**config.mk**
```make
export PLATFORM = sky130hd
export DESIGN_NAME = f_to_d_queue_flat
export DESIGN_NICKNAME = d
export VERILOG_FILES = /design/src/rtl/f_to_d_queue_if.sv /design/src/rtl/f_to_d_queue.sv /design/src/flat_wrapper.sv
export SDC_FILE = /design/constraint.sdc
export NUM_CORES = 1
export LEC_CHECK = 0
export ABC_AREA = 0
export CAP_MARGIN = 20
export CORE_MARGIN = 4
export CORE_UTILIZATION = 30
export DETAILED_ROUTE_END_ITERATION = 10
export GPL_ROUTABILITY_DRIVEN = 1
export PLACE_DENSITY = 0.47
export SYNTH_ARGS = -nofsm -noshare
export SYNTH_HDL_FRONTEND = slang
export SYNTH_SLANG_ARGS = --single-unit
```
**constraint.sdc**
```tcl
create_clock -name clk -period 17.8 [get_ports clk]
set_input_delay 2.67 -clock clk [delete_from_list [all_inputs] [get_ports clk]]
set_output_delay 2.67 -clock clk [all_outputs]
set_load 0.02 [all_outputs]
```
**src/rtl/f_to_d_queue_if.sv**
```systemverilog
// Fetch-to-decode queue bundle: fetch-side entry, pipeline hold/redirect controls, head entry and occupancy.
// With FDQ_PERF_EN defined the bundle also carries the two performance counters.
interface f_to_d_queue_if #(
  parameter int XLEN     = 32,
  parameter int VPC_BITS = 32,
  parameter int DEPTH    = 4
) ();
  // Handshake: fetch offers an entry with F_valid and must hold it until a cycle in which F_ready is high
  // and neither Itlb_stall nor EX_taken is set; decode consumes the head when D_valid is high and neither
  // stall_D, MEM_stall nor EX_taken is set.
  logic                  F_valid;
  logic                  F_BP_taken;
  logic [VPC_BITS-1:0]   F_pc;
  logic [VPC_BITS-1:0]   F_BP_target_pc;
  logic [XLEN-1:0]       F_inst;
  logic                  F_ready;
  logic                  stall_D;
  logic                  MEM_stall;
  logic                  Itlb_stall;
  logic                  EX_taken;
  logic                  D_valid;
  logic [VPC_BITS-1:0]   D_pc;
  logic [VPC_BITS-1:0]   D_BP_target_pc;
  logic [XLEN-1:0]       D_inst;
  logic                  D_BP_taken;
  logic [$clog2(DEPTH):0] count;
`ifdef FDQ_PERF_EN
  logic [31:0]           perf_flush_cnt;
  logic [31:0]           perf_full_cnt;
`endif

  modport master (
    output F_valid, F_BP_taken, F_pc, F_BP_target_pc, F_inst,
    output stall_D, MEM_stall, Itlb_stall, EX_taken,
    input  F_ready, D_valid, D_pc, D_BP_target_pc, D_inst, D_BP_taken, count
`ifdef FDQ_PERF_EN
    , input perf_flush_cnt, perf_full_cnt
`endif
  );

  modport slave (
    input  F_valid, F_BP_taken, F_pc, F_BP_target_pc, F_inst,
    input  stall_D, MEM_stall, Itlb_stall, EX_taken,
    output F_ready, D_valid, D_pc, D_BP_target_pc, D_inst, D_BP_taken, count
`ifdef FDQ_PERF_EN
    , output perf_flush_cnt, perf_full_cnt
`endif
  );
endinterface

```
**src/rtl/f_to_d_queue.sv**
```systemverilog
// Circular fetch-to-decode queue with 1-cycle minimum latency and flush on redirect.
// Optional FDQ_PERF_EN adds flush and full-with-valid event counters.
module f_to_d_queue #(
  parameter int XLEN     = 32,
  parameter int VPC_BITS = 32,
  parameter int DEPTH    = 4
) (
  input  logic          clk,
  input  logic          rst,
  f_to_d_queue_if.slave q
);
  localparam int PW = $clog2(DEPTH);
  localparam int CW = PW + 1;
  localparam logic [31:0] NOP32 = 32'h2000_0000;

  typedef struct packed {
    logic [VPC_BITS-1:0] pc;
    logic [XLEN-1:0]     inst;
    logic                bp_taken;
    logic [VPC_BITS-1:0] target;
  } entry_t;

  entry_t          mem_q [DEPTH];
  logic [PW-1:0]   rd_ptr_q, rd_ptr_d;
  logic [PW-1:0]   wr_ptr_q, wr_ptr_d;
  logic [CW-1:0]   count_q, count_d;
  logic            f_ready;
  logic            full;
  logic            d_valid;
  logic            enq;
  logic            deq;
  entry_t          head;

  assign full    = (count_q == CW'(DEPTH));
  assign f_ready = !full;
  assign d_valid = (count_q != '0);
  assign enq     = q.F_valid & f_ready & !q.Itlb_stall & !q.EX_taken;
  assign deq     = d_valid & !q.stall_D & !q.MEM_stall & !q.EX_taken;

  always_comb begin
    rd_ptr_d = rd_ptr_q;
    wr_ptr_d = wr_ptr_q;
    count_d  = count_q;
    if (q.EX_taken) begin
      rd_ptr_d = '0;
      wr_ptr_d = '0;
      count_d  = '0;
    end else begin
      if (enq) wr_ptr_d = wr_ptr_q + PW'(1);
      if (deq) rd_ptr_d = rd_ptr_q + PW'(1);
      case ({enq, deq})
        2'b10:   count_d = count_q + CW'(1);
        2'b01:   count_d = count_q - CW'(1);
        default: count_d = count_q;
      endcase
    end
  end

  always_ff @(posedge clk) begin
    if (rst) begin
      rd_ptr_q <= '0;
      wr_ptr_q <= '0;
      count_q  <= '0;
    end else begin
      rd_ptr_q <= rd_ptr_d;
      wr_ptr_q <= wr_ptr_d;
      count_q  <= count_d;
    end
  end

  // Storage is never cleared; occupancy alone decides what is visible.
  always_ff @(posedge clk) begin
    if (enq && !rst) begin
      mem_q[wr_ptr_q] <= '{pc: q.F_pc, inst: q.F_inst, bp_taken: q.F_BP_taken,
                           target: q.F_BP_target_pc};
    end
  end

  assign head             = mem_q[rd_ptr_q];
  assign q.F_ready        = f_ready;
  assign q.count          = count_q;
  assign q.D_valid        = d_valid;
  assign q.D_pc           = d_valid ? head.pc       : '0;
  assign q.D_inst         = d_valid ? head.inst     : XLEN'(NOP32);
  assign q.D_BP_taken     = d_valid ? head.bp_taken : 1'b0;
  assign q.D_BP_target_pc = d_valid ? head.target   : '0;

`ifdef FDQ_PERF_EN
  logic [31:0] perf_flush_q;
  logic [31:0] perf_full_q;

  always_ff @(posedge clk) begin
    if (rst) begin
      perf_flush_q <= '0;
      perf_full_q  <= '0;
    end else begin
      if (q.EX_taken && d_valid) perf_flush_q <= perf_flush_q + 32'd1;
      if (full && q.F_valid)     perf_full_q  <= perf_full_q + 32'd1;
    end
  end

  assign q.perf_flush_cnt = perf_flush_q;
  assign q.perf_full_cnt  = perf_full_q;
`endif
endmodule

```
**src/flat_wrapper.sv**
```systemverilog
// flat-port wrapper written by rule: the top's interface ports become plain ports
module f_to_d_queue_flat 
#(
  parameter int XLEN     = 32,
  parameter int VPC_BITS = 32,
  parameter int DEPTH    = 4
)
  (clk, rst, q_F_valid, q_F_BP_taken, q_F_pc, q_F_BP_target_pc, q_F_inst, q_stall_D, q_MEM_stall, q_Itlb_stall, q_EX_taken, q_F_ready, q_D_valid, q_D_pc, q_D_BP_target_pc, q_D_inst, q_D_BP_taken, q_count);
  f_to_d_queue_if #(.XLEN(XLEN), .VPC_BITS(VPC_BITS), .DEPTH(DEPTH)) q_i ();
  input  logic clk;
  input  logic rst;
  input wire logic [$bits(q_i.F_valid)-1:0] q_F_valid;
  input wire logic [$bits(q_i.F_BP_taken)-1:0] q_F_BP_taken;
  input wire logic [$bits(q_i.F_pc)-1:0] q_F_pc;
  input wire logic [$bits(q_i.F_BP_target_pc)-1:0] q_F_BP_target_pc;
  input wire logic [$bits(q_i.F_inst)-1:0] q_F_inst;
  input wire logic [$bits(q_i.stall_D)-1:0] q_stall_D;
  input wire logic [$bits(q_i.MEM_stall)-1:0] q_MEM_stall;
  input wire logic [$bits(q_i.Itlb_stall)-1:0] q_Itlb_stall;
  input wire logic [$bits(q_i.EX_taken)-1:0] q_EX_taken;
  output wire logic [$bits(q_i.F_ready)-1:0] q_F_ready;
  output wire logic [$bits(q_i.D_valid)-1:0] q_D_valid;
  output wire logic [$bits(q_i.D_pc)-1:0] q_D_pc;
  output wire logic [$bits(q_i.D_BP_target_pc)-1:0] q_D_BP_target_pc;
  output wire logic [$bits(q_i.D_inst)-1:0] q_D_inst;
  output wire logic [$bits(q_i.D_BP_taken)-1:0] q_D_BP_taken;
  output wire logic [$bits(q_i.count)-1:0] q_count;
  assign q_i.F_valid = q_F_valid;
  assign q_i.F_BP_taken = q_F_BP_taken;
  assign q_i.F_pc = q_F_pc;
  assign q_i.F_BP_target_pc = q_F_BP_target_pc;
  assign q_i.F_inst = q_F_inst;
  assign q_i.stall_D = q_stall_D;
  assign q_i.MEM_stall = q_MEM_stall;
  assign q_i.Itlb_stall = q_Itlb_stall;
  assign q_i.EX_taken = q_EX_taken;
  assign q_F_ready = q_i.F_ready;
  assign q_D_valid = q_i.D_valid;
  assign q_D_pc = q_i.D_pc;
  assign q_D_BP_target_pc = q_i.D_BP_target_pc;
  assign q_D_inst = q_i.D_inst;
  assign q_D_BP_taken = q_i.D_BP_taken;
  assign q_count = q_i.count;
  f_to_d_queue #(.XLEN(XLEN), .VPC_BITS(VPC_BITS), .DEPTH(DEPTH)) u_core (.clk(clk), .rst(rst), .q(q_i));
endmodule
```
* Word level (Yosys, flattened, before mapping)
Memories as Yosys holds them, arrays and structs flattened. A register that Yosys moved wholly into a read port is not among the register bits.
Cells that the tools add are included.
** Word-level totals
- Register bits :: 7
- Bits in latches :: 0
- ROM bits :: 0
- Bits of input ports :: 104
- Logic and storage cells :: 36
- Memories kept :: 1
- RAM bits :: 388
- Output and inout port bits :: 102
** Memories
- u_core.mem_q :: words 4, bits a word 97, rd ports 1, clocked after Yosys merged registers in 1, write ports 1, RTL line f_to_d_queue.sv:23 : entry_t mem_q [DEPTH];
** Cells by class
- Eq/ne operators :: 3
- Divide/modulo/power cells :: 0
- Reductions and logical operators :: 10
- $add $sub $neg :: 4
- Bitwise logic cells :: 6
- Magnitude comparators :: 0
- Muxes and demuxes :: 9
- Multiply operators :: 0
- Shifts and indexed selects :: 0
** Operators with widths (number)
- 32-bit two-way mux :: 3
- 1-bit bitwise AND :: 6
- 1-bit logical NOT :: 6
- 3-bit one-hot mux with 2 select lines :: 1
- 2-bit by 1-bit adder with 2-bit output (second input constant) :: 2
- 2-bit two-way mux :: 2
- 3-bit by 1-bit adder with 3-bit output (second input constant) :: 1
- 3-bit equality test (second input constant) :: 1
- 1-bit two-way mux :: 3
- 3-bit nonzero test :: 1
- 3-bit by 1-bit subtractor with 3-bit output (second input constant) :: 1
- 2-bit by 1-bit equality test with 1-bit output (second input constant) :: 1
- 2-bit equality test (second input constant) :: 1
- 2-bit nonzero test :: 1
- 2-bit OR reduction :: 1
- 1-bit logical AND :: 1

* Logic depth before layout (Yosys ltp)
- Word-level depth :: 8
- Mapped depth :: 8
- Depth with buffers taken out :: 8

* Worst setup path before layout
No wires, ideal clock.
- Kind :: input port to flip-flop
- From :: input port q_Itlb_stall
- To :: memory u_core.mem_q[1][0] (netlist name), enable pin
- Setup time :: 692 ps
- Data required time :: 17108 ps
- Arrival time :: 10070 ps
- Buffers on the path :: 0
- Stages on the path :: 3
- Slack :: 7038 ps
- Path through :: nor2_1 -> nand3_2 -> nor3b_1
** Between the ends
- Word-level cells in the longest chain between the ends :: 6
** RTL lines
- start, declared :: RTL line flat_wrapper.sv:19 : input wire logic [$bits(q_i.Itlb_stall)-1:0] q_Itlb_stall;
- 1-bit logical NOT :: RTL line f_to_d_queue.sv:37 : assign enq = q.F_valid & f_ready & !q.Itlb_stall & !q.EX_taken;
- 1-bit bitwise AND (2 in series) :: RTL line f_to_d_queue.sv:37
- 1-bit logical AND :: RTL line f_to_d_queue.sv:73 : if (enq && !rst) begin
- 1-bit two-way mux :: RTL line f_to_d_queue.sv:73
- 1-bit two-way mux (not written as such) :: RTL line f_to_d_queue.sv:74 : mem_q[wr_ptr_q] <= '{pc: q.F_pc, inst: q.F_inst, bp_taken: q.F_BP_taken,
- end, declared :: RTL line f_to_d_queue.sv:23
Every way passes these cells.

==> qor.txt <==
Yosys cell types -> 28
Combinational share of power -> 3.1%
Post-route ant nets -> 0
Simple-Gate Fraction of Synth Area -> 4.921%
Setup TNS -> 0 ns
Post-Place Cells -> 1,527
Crit path max fanout -> 42
Largest net degree at the start of global routing -> 77
Fin nets -> 1,010
Die Span Y -> 232.6 um
Die Width -> 232.6 um
Ys Warns -> 0
Post-synth top area cell -> edfxtp_1
DRC viols -> 0
Core Util, Final -> 38.68%
Post-CTS resize count -> 0
Synth area leaders -> edfxtp_1 77%, mux4_2 14%, and2_1 4.0%
Yosys top cell area share -> 77.01%
Gate count after technology mapping -> 670
First-pass GRT wire length -> 49,340 um
CTS Buf Count -> 43
Finished Cell Area -> 19,320 sq um
Syn Nets -> 780
Period minus WS final -> 6.075 ns
Post-DP HPWL -> 18,810 um
CTS tree -> built
# port buffers -> 205
Clock tree buffer depth -> 3
Pre-antenna DRT Iters -> 4
Pwr/cell area -> 101.3 nW/um^2
Hold depth -> 2
Post-synthesis register bit count -> 397
Routed len/inst -> 20.57 um
Leakage power -> 5.960 nW
Sw frac -> 19.34%
Via Count -> 7,194
Crit path required time -> 15.13 ns
Slew @ Worst Pin -> 0.9531 ns
CTS Sinks -> 397
Adder-cell share of the synthesized area -> 0.5458%
Worst hold margin -> 0.4860 ns
Die Footprint -> 54,090 sq um
Clk slew on worst S/H paths -> 0.07 ns
Critical Path Stages -> 4
Max-cap violations -> 0
# rows -> 82
P_sw -> 0.3786 mW
Clock root cell -> clkbuf_16
Final wirelength -> 32,990 um
RePlAce Congestion -> 0.6592
R2r worst-path depth -> 5
Final Hold Fails -> 0
Placed cell area -> 17,960 sq um
Worst path arrival time -> 3.41 ns
Largest stage delay on the critical path -> 0.79 ns
Sequential Power Share -> 52.7%
Largest family of logic cells by synthesized area -> multiplexers
Starting Density -> 30.28%
Number of hold buffers added after cts -> 0
Mux share of post-synthesis cell area -> 14.64%
# IOs -> 206
Fraction of layout cells with a size suffix above 1 -> 19.33%
Initial antenna violation count -> 3
Critical path type -> flop to primary output
Critical-path top delay cell -> buf_4
Clk network pwr share -> 44.2%
Clock Skews -> 0.01808 ns
Total grt overflow -> 0
Layout overhead on the synthesized area -> 27.73%
Syn_area_per_cell -> 22.58 sq um
H-tree levels -> 2
Sequential share of the synthesized area -> 78.20%
CP Buf/Inv Count -> 2
Hold Path Class -> flop to flop
Synthesized area -> 15,130 sq um
Area fraction in compound gates after synthesis -> 0.1737%
Vias in the first global route -> 7,806
Slew headroom -> 36.46%
Worst setup SP type -> flop
Fin crit share -> 34.13%
Status -> finished clean
Vias per std cell -> 4.485
Clk_lat worst skew -> 0.56 ns
Setup violations, final -> 0
Tot GR Track Use -> 12.21%
Initial DRC count -> 398
Core Region -> 49,970 sq um
Slew Viols, Final -> 0
VDD IR max -> 0.06081 mV
Layout Cells excl Fill -> 1,604
CP top delay family -> buffers and inverters
Internal -> 1.579 mW
Critical Path, Cell by Cell -> buf_4 > mux4_2 > or2_1 > clkdlybuf4s50_1
Setup crit end kind -> primary output
XOR/XNOR Fraction of Synth Area -> 0.1158%
Setup bufs post-CTS -> 0
Unrepaired setup endpoints after global routing -> no
Max Fclk -> 164.6 MHz
## final timing paths
| check | start | endpoint | slack, ns |
|---|---|---|---|
| setup / recovery | flop | q_D_inst[29] | 11.72 |
| hold / removal | u_core.rd_ptr_q[1]$_SDFFE_PP0N_ | flop | 0.49 |
| setup reg to reg | u_core.q.count[0]$_SDFFE_PP0P_ | u_core.mem_q[2][63]$_DFFE_PP_ | 15.23 |
| hold reg to reg | u_core.rd_ptr_q[1]$_SDFFE_PP0N_ | flop | 0.49 |
## cells in the final DEF, fill, tap and decap left out, types with 8 or more instances in the layout
cell               n
clkdlybuf4s50_1  205
mux4_2            97
buf_4             13
and2_1            96
clkbuf_1           8
edfxtp_1         388
clkinv_2           8
clkbuf_16         43
## final cells by class
cell class / count / area, sq um
fill: 4594 / 30640
multi-input combinational: 234 / 3105
clock inverter: 25 / 259.0
tap: 672 / 840.8
sequential: 397 / 11840
clock buffer: 51 / 1106
inverter: 6 / 22.52
antenna: 1 / 2.502
timing repair buffer: 218 / 2150
## worst register-to-register path, cell delays in order, from the launching register on
cell,delay [ns]
dfxtp_1,0.43
or3b_2,0.18
nand3_2,0.24
nor3b_2,0.29
buf_4,0.42
buf_4,0.61
## per-stage QoR
stage	worst slack, ns	total power, mW
3_3_place_gp	12.17	1.112
4_1_cts	11.54	1.992
6_report	11.72	1.958
2_1_floorplan	7.038	1.069
5_1_grt	11.41	2.037
3_5_place_dp	12.16	1.113
## flip-flops by register name, indices dropped and copies added (netlist names), named ones only
register and flops:
u_core.mem_q 388, u_core.q.count 3, u_core.rd_ptr_q 2, u_core.wr_ptr_q 2
## routing by layer
metal | up-vias | wire (um) | global-route usage [%]
li1 | 3200 | - | -
met1 | 3763 | 14510 | 16.13
met2 | 176 | 15530 | 19.45
met3 | 51 | 2252 | 4.150
met4 | 4 | 676 | 3.194
met5 | - | 21 | 0
## synth_stat cells
library cell / number
a21boi_0: 1
a21oi_1: 1
and2_1: 96
buf_2: 11
buf_6: 1
buf_8: 4
clkbuf_1: 17
dfxtp_1: 9
edfxtp_1: 388
fa_1: 1
ha_1: 5
inv_1: 6
mux2i_1: 3
mux4_2: 97
nand2_1: 7
nand3_1: 1
nand3_2: 1
nand4b_1: 1
nor2_1: 4
nor3_1: 3
nor3b_1: 4
nor4_1: 1
o21ai_0: 1
o311ai_0: 1
or2_1: 1
or3_1: 2
or3b_2: 1
xor2_1: 2
## cells by family after synthesis
logic type | after synthesis
AO/OA/AOI/OAI | 4
XOR/XNOR | 2
adder cells (fa/ha/maj) | 6
buffers and inverters | 39
flip-flops | 397
multiplexers | 100
AND/OR/NAND/NOR | 122
## power by group through the flow
| stage | Combinational [mW] | Sequential [mW] | Clock (mW) |
|---|---|---|---|
| after floorplan | 0.0166 | 1.05 | 0 |
| after global placement | 0.0606 | 1.05 | 0 |
| after detailed placement | 0.0615 | 1.05 | 0 |
| after CTS | 0.0619 | 1.03 | 0.899 |
| after global routing | 0.0655 | 1.03 | 0.941 |
| final | 0.0606 | 1.03 | 0.865 |
(Power assumes the default switching activity.)
